`src/rtl/ahb_regbank_pkg.sv`:
```
// rtl/ahb_regbank_pkg.sv - shared AHB-Lite encodings and FSM state type for ahb_regbank
package ahb_regbank_pkg;

  typedef enum logic [2:0] {
    ST_IDLE  = 3'd0,
    ST_READ  = 3'd1,
    ST_WRITE = 3'd2,
    ST_ERR1  = 3'd3,
    ST_ERR2  = 3'd4
  } state_t;

  localparam logic [1:0] HTRANS_IDLE   = 2'b00;
  localparam logic [1:0] HTRANS_BUSY   = 2'b01;
  localparam logic [1:0] HTRANS_NONSEQ = 2'b10;
  localparam logic [1:0] HTRANS_SEQ    = 2'b11;

  localparam logic [1:0] HRESP_OKAY  = 2'b00;
  localparam logic [1:0] HRESP_ERROR = 2'b01;

  localparam logic [2:0] HSIZE_BYTE = 3'b000;
  localparam logic [2:0] HSIZE_HALF = 3'b001;
  localparam logic [2:0] HSIZE_WORD = 3'b010;

endpackage

```
`src/rtl/ahb_regbank_lanes.sv`:
```
// rtl/ahb_regbank_lanes.sv - byte-lane strobe and alignment/size error decode
module ahb_regbank_lanes
  import ahb_regbank_pkg::*;
(
  input  logic [2:0] hsize,
  input  logic [1:0] addr_lo,
  output logic [3:0] strb,
  output logic       align_err
);

  always_comb begin
    strb      = 4'b0000;
    align_err = 1'b0;
    case (hsize)
      HSIZE_BYTE: strb = 4'b0001 << addr_lo;
      HSIZE_HALF: begin
        strb      = addr_lo[1] ? 4'b1100 : 4'b0011;
        align_err = addr_lo[0];
      end
      HSIZE_WORD: begin
        strb      = 4'b1111;
        align_err = |addr_lo;
      end
      // Anything wider than a word cannot map onto a 32-bit register.
      default: align_err = 1'b1;
    endcase
  end

endmodule

```
`src/rtl/ahb_regbank.sv`:
```
// rtl/ahb_regbank.sv - AHB-Lite slave register bank with byte/half/word writes
// Two-cycle ERROR response on illegal accesses only when AHB_REGBANK_ERR_EN is defined.
module ahb_regbank
  import ahb_regbank_pkg::*;
#(
  parameter int          NUM_REGS  = 8,
  parameter int          ADDR_W    = 12,
  parameter logic [31:0] RESET_VAL = 32'h0
) (
  input  logic                    HCLK,
  input  logic                    HRESETn,
  input  logic                    HSEL,
  input  logic                    HREADY,
  input  logic [1:0]              HTRANS,
  input  logic [2:0]              HSIZE,
  input  logic                    HWRITE,
  input  logic [31:0]             HADDR,
  input  logic [31:0]             HWDATA,
  output logic                    HREADYOUT,
  output logic [1:0]              HRESP,
  output logic [31:0]             HRDATA,
  output logic [32*NUM_REGS-1:0]  reg_q,
  output logic [NUM_REGS-1:0]     reg_wr
);

  localparam int IDX_W = ADDR_W - 2;

  logic              valid;
  logic              legal;
  logic [IDX_W-1:0]  addr_idx;
  logic [3:0]        strb;
  logic              align_err;
  logic              unused_haddr;

  state_t            state;
  logic [IDX_W-1:0]  idx_q;
  logic [3:0]        strb_q;
  logic [31:0]       regs [NUM_REGS];

  assign valid        = HSEL & HREADY & ((HTRANS == HTRANS_NONSEQ) | (HTRANS == HTRANS_SEQ));
  assign addr_idx     = HADDR[ADDR_W-1:2];
  assign legal        = ~align_err & (32'(addr_idx) < 32'(NUM_REGS));
  assign unused_haddr = &{1'b0, HADDR[31:ADDR_W]};

  ahb_regbank_lanes u_lanes (
    .hsize     (HSIZE),
    .addr_lo   (HADDR[1:0]),
    .strb      (strb),
    .align_err (align_err)
  );

`ifdef AHB_REGBANK_ERR_EN
  logic       hreadyout_q;
  logic [1:0] hresp_q;

  always_ff @(posedge HCLK or negedge HRESETn) begin
    if (!HRESETn) begin
      state       <= ST_IDLE;
      idx_q       <= '0;
      strb_q      <= '0;
      hreadyout_q <= 1'b1;
      hresp_q     <= HRESP_OKAY;
    end else if (state == ST_ERR1) begin
      // HREADY is low during ERR1, so no address phase can be taken here.
      state       <= ST_ERR2;
      hreadyout_q <= 1'b1;
      hresp_q     <= HRESP_ERROR;
    end else if (valid && legal) begin
      state       <= HWRITE ? ST_WRITE : ST_READ;
      idx_q       <= addr_idx;
      strb_q      <= strb;
      hreadyout_q <= 1'b1;
      hresp_q     <= HRESP_OKAY;
    end else if (valid) begin
      state       <= ST_ERR1;
      hreadyout_q <= 1'b0;
      hresp_q     <= HRESP_ERROR;
    end else begin
      state       <= ST_IDLE;
      hreadyout_q <= 1'b1;
      hresp_q     <= HRESP_OKAY;
    end
  end

  assign HREADYOUT = hreadyout_q;
  assign HRESP     = hresp_q;
`else
  // Illegal accesses fall back to IDLE: the data phase completes OKAY with no effect.
  always_ff @(posedge HCLK or negedge HRESETn) begin
    if (!HRESETn) begin
      state  <= ST_IDLE;
      idx_q  <= '0;
      strb_q <= '0;
    end else if (valid && legal) begin
      state  <= HWRITE ? ST_WRITE : ST_READ;
      idx_q  <= addr_idx;
      strb_q <= strb;
    end else begin
      state  <= ST_IDLE;
    end
  end

  assign HREADYOUT = 1'b1;
  assign HRESP     = HRESP_OKAY;
`endif

  always_ff @(posedge HCLK or negedge HRESETn) begin
    if (!HRESETn) begin
      for (int i = 0; i < NUM_REGS; i++) regs[i] <= RESET_VAL;
      reg_wr <= '0;
    end else begin
      reg_wr <= '0;
      if (state == ST_WRITE) begin
        for (int i = 0; i < NUM_REGS; i++) begin
          if (idx_q == IDX_W'(i)) begin
            reg_wr[i] <= 1'b1;
            for (int b = 0; b < 4; b++) begin
              if (strb_q[b]) regs[i][8*b +: 8] <= HWDATA[8*b +: 8];
            end
          end
        end
      end
    end
  end

  always_comb begin
    HRDATA = 32'h0;
    if (state == ST_READ) begin
      for (int i = 0; i < NUM_REGS; i++) begin
        if (idx_q == IDX_W'(i)) HRDATA = regs[i];
      end
    end
  end

  for (genvar g = 0; g < NUM_REGS; g++) begin : g_regq
    assign reg_q[32*g +: 32] = regs[g];
  end

endmodule

```
`config.mk`:
```
export PLATFORM = sky130hd
export DESIGN_NAME = ahb_regbank
export DESIGN_NICKNAME = d
export VERILOG_FILES = /design/src/rtl/ahb_regbank_pkg.sv /design/src/rtl/ahb_regbank_lanes.sv /design/src/rtl/ahb_regbank.sv
export SDC_FILE = /design/constraint.sdc
export NUM_CORES = 1
export LEC_CHECK = 0
export CAP_MARGIN = 30
export CORE_MARGIN = 2
export CORE_UTILIZATION = 44
export DETAILED_ROUTE_END_ITERATION = 12
export PLACE_DENSITY = 0.78
export SYNTH_ARGS = -nofsm -noshare
export SYNTH_HDL_FRONTEND = slang
export SYNTH_SLANG_ARGS = --single-unit
```
`constraint.sdc`:
```
create_clock -name HCLK -period 2.5 [get_ports HCLK]
set_clock_uncertainty 0.05 [all_clocks]
set_input_delay 0.5 -clock HCLK [delete_from_list [all_inputs] [get_ports HCLK]]
set_output_delay 0.5 -clock HCLK [all_outputs]
set_load 0.005 [all_outputs]
```
==> results of run 1 <==
==> report_power, final <==
part	switching, mW	internal [mW]	total [mW]
Sequential	0.159	4.69	4.85
Combinational	0.397	0.557	0.955
Clock	1.94	3.31	5.25
==> layer usage <==
metal	routed length, um	GRT usage (%)
met2	24500	51.8
met4	2770	14.7
met1	19600	38.9
met3	4110	7.13
met5	0	0
==> flip-flops by register name, indices dropped and copies added, names as in the netlist <==
signal / flops
reg_q: 256
strb_q: 4
idx_q: 10
state: 2
reg_wr: 8
==> final cells by class <==
cell class	instances	share of cell area [%]
flip-flops and latches	280	33.1
multi-input cells	695	32.0
repair buffers	558	26.7
clock buffers	50	5.12
well taps	396	2.34
clock inverters	10	0.614
inverters	7	0.130
==> Yosys cell counts, drive strengths merged (4+ instances only) <==
cell type | number | area (um^2)
mux2 | 291 | 3280
and3 | 11 | 68.8
nor4 | 4 | 46.3
a221oi | 28 | 245
mux4 | 4 | 90.1
a211oi | 28 | 210
mux2i | 31 | 310
o21ai | 62 | 310
o211ai | 30 | 225
o22ai | 31 | 194
and2 | 4 | 25.0
nor3 | 32 | 170
nand3 | 13 | 65.1
dfrtp | 280 | 7010
nor2b | 9 | 56.3
a21o | 26 | 195
clkbuf | 54 | 203
nor2 | 9 | 33.8
inv | 7 | 26.3
buf | 28 | 140
nand2 | 13 | 78.8
or3b | 25 | 219
nand4 | 5 | 56.3
a21oi | 6 | 30.0
nand2b | 8 | 50.1
==> timing repair <==
action	CTS	global route
buffers inserted	28	5
hold buffers	1	0
resized for setup	266	52
cloned	4	1
hold endpoints to repair	52	0
pin swaps	51	18
endpoints found under the setup margin	256	256
==> worst max-delay path, delay by kind of cell, from the launching register on <==
kind / cells / cell delay, ns
AOI/OAI and AO/OA: 2 / 0.48
buffers and inverters: 3 / 0.47
DFF: 1 / 0.38
and+or+nand+nor: 2 / 0.85
==> final timing paths <==
check	start	end	slack [ns]	depth (start not counted)
max	idx_q[5]$_DFFE_PN0P_	HRDATA[30]	-0.74	7
min	HRESETn	reg_q[8]$_DFFE_PN0P_	0.46	2
max reg2reg	idx_q[5]$_DFFE_PN0P_	reg_q[215]$_DFFE_PN0P_	-0.24	9
min reg2reg	reg_q[70]$_DFFE_PN0P_	reg_q[70]$_DFFE_PN0P_	0.48	1
max in group asynchronous	HRESETn	idx_q[1]$_DFFE_PN0P_	1.14	3
min in group HCLK	reg_q[70]$_DFFE_PN0P_	reg_q[70]$_DFFE_PN0P_	0.48	1
==> cells by family after synthesis <==
| kind of cell | share of synthesized area [%] |
|---|---|
| xor+xnor | 0.0647 |
| other cells | 0.0555 |
| compound gates | 11.3 |
| simple gates | 6.95 |
| mux | 27.2 |
| buf+inv | 2.73 |
| flops | 51.8 |
==> stage by stage <==
step	cell area [um^2]	setup WS, ns	util (%)
floorplan	13600	-0.0110	-
global placement	19000	-0.731	62.3
detailed placement	19000	-0.765	62.3
CTS	21000	-0.685	68.9
global route	21200	-0.848	69.7
finish	21200	-0.745	69.7
==> flow_summary.ini, run 1 <==
[final_layout]
drive_above_1_share_pct = 45.1
syn2layout_area_growth_pct = 56.7
ff_latch_area_um2 = 7010
multiInputGateArea_um2 = 6790
layout_common_cells = clkdlybuf4s50_1, mux2_2, dfrtp_1
layout_commonest_cell = clkdlybuf4s50_1
antenna_cells = 0
fillers = 2044
nets = 1650
final_cells = 1996

[global_route]
grt.total_usage_pct = 31.2
grt_max_degree = 61
grt_pass1_vias = 12324
grt_overflow = 0
antenna_found_initial = 0
grt_pass1_wl_um = 75400

[route]
drc = 0
num_vias = 11915
dr.pass1.iters = 4
drtAntennaViolNets = 0
vias_per_cell = 5.97
wl_per_cell_um = 25.5
drtIter0Drc = 803
wl_um = 51000

[min_path]
hold_class = input pin to async pin

[critical_path]
arrival_ns = 2.69
worstPathRequired_ns = 1.95
cp_cell_sequence = or4_4, nor3_4, buf_12, buf_8, o211ai_1, a221oi_2, buf_2
cp-start-kind = register
end_kind = primary output
timing.critical_path.slowest_stage_cell = or4_4
crit_fanout = 8
worstSetupPathType = register to primary output
slowest_delay_ns = 0.58

[timing]
drv_slew = 0
max_slew_margin_pct = 58.7
fin_tns_setup_ns = -53.15
fmax_ghz = 0.308
rsz0062_at_grt = true
whs_ns = 0.462
period_needed_ns = 3.24
fin_crit_sh_pct = 130
final_hold_viol_count = 0
finalSetupViolations = 229
fin_ws_ns = -0.745
worst_pin_slew_ns = 0.620

[floorplan]
die_x_um = 179
die-area_um2 = 32200
ios = 373
die_h_um = 179
rows = 64
core_um2 = 30400
start_util_pct = 44.5

[power]
power_density_nw_per_um2 = 522
leakage_nw = 9.02
total_power_mw = 11.1
vdd_ir_drop_max_mv = 0.477

[placement]
port_buffers = 348
hpwl_um = 33400
gp_congestion = 0.866
dp_cells = 1900

[clock_network]
clkSinkCount = 280
cts_tree = built
numCtsBuffers = 34
clkTransAtPathRegs_ns = 0.06
clk_path_buf_depth = 3
h-tree-depth = 2
cts-root-buf = clkbuf_16
insertion_delay_ns = 0.51

[run]
max-cap-violations = 0

[synth]
synth_ff_type = dfrtp_1
yosysSeqAreaShare_pct = 51.8
syn-instance-count = 1063
synth_edf_count = 0
yosysUniqueCellTypes = 50
yosys_register_bits = 280
async_flop_share_pct = 100
synth_warnings = 0
syn_area_um2 = 13500
avgSynthCellArea_um2 = 12.7

[run_status]
violations = negative setup slack
status = finished, violations left
No activity file was read; power rests on OpenSTA's default activity.
==> inputs of run 2 (changes only) <==
GPL_ROUTABILITY_DRIVEN = 0   (was default)
==> results of run 2 <==
The final DEF is identical to that of run 1; final timing and power are the same.
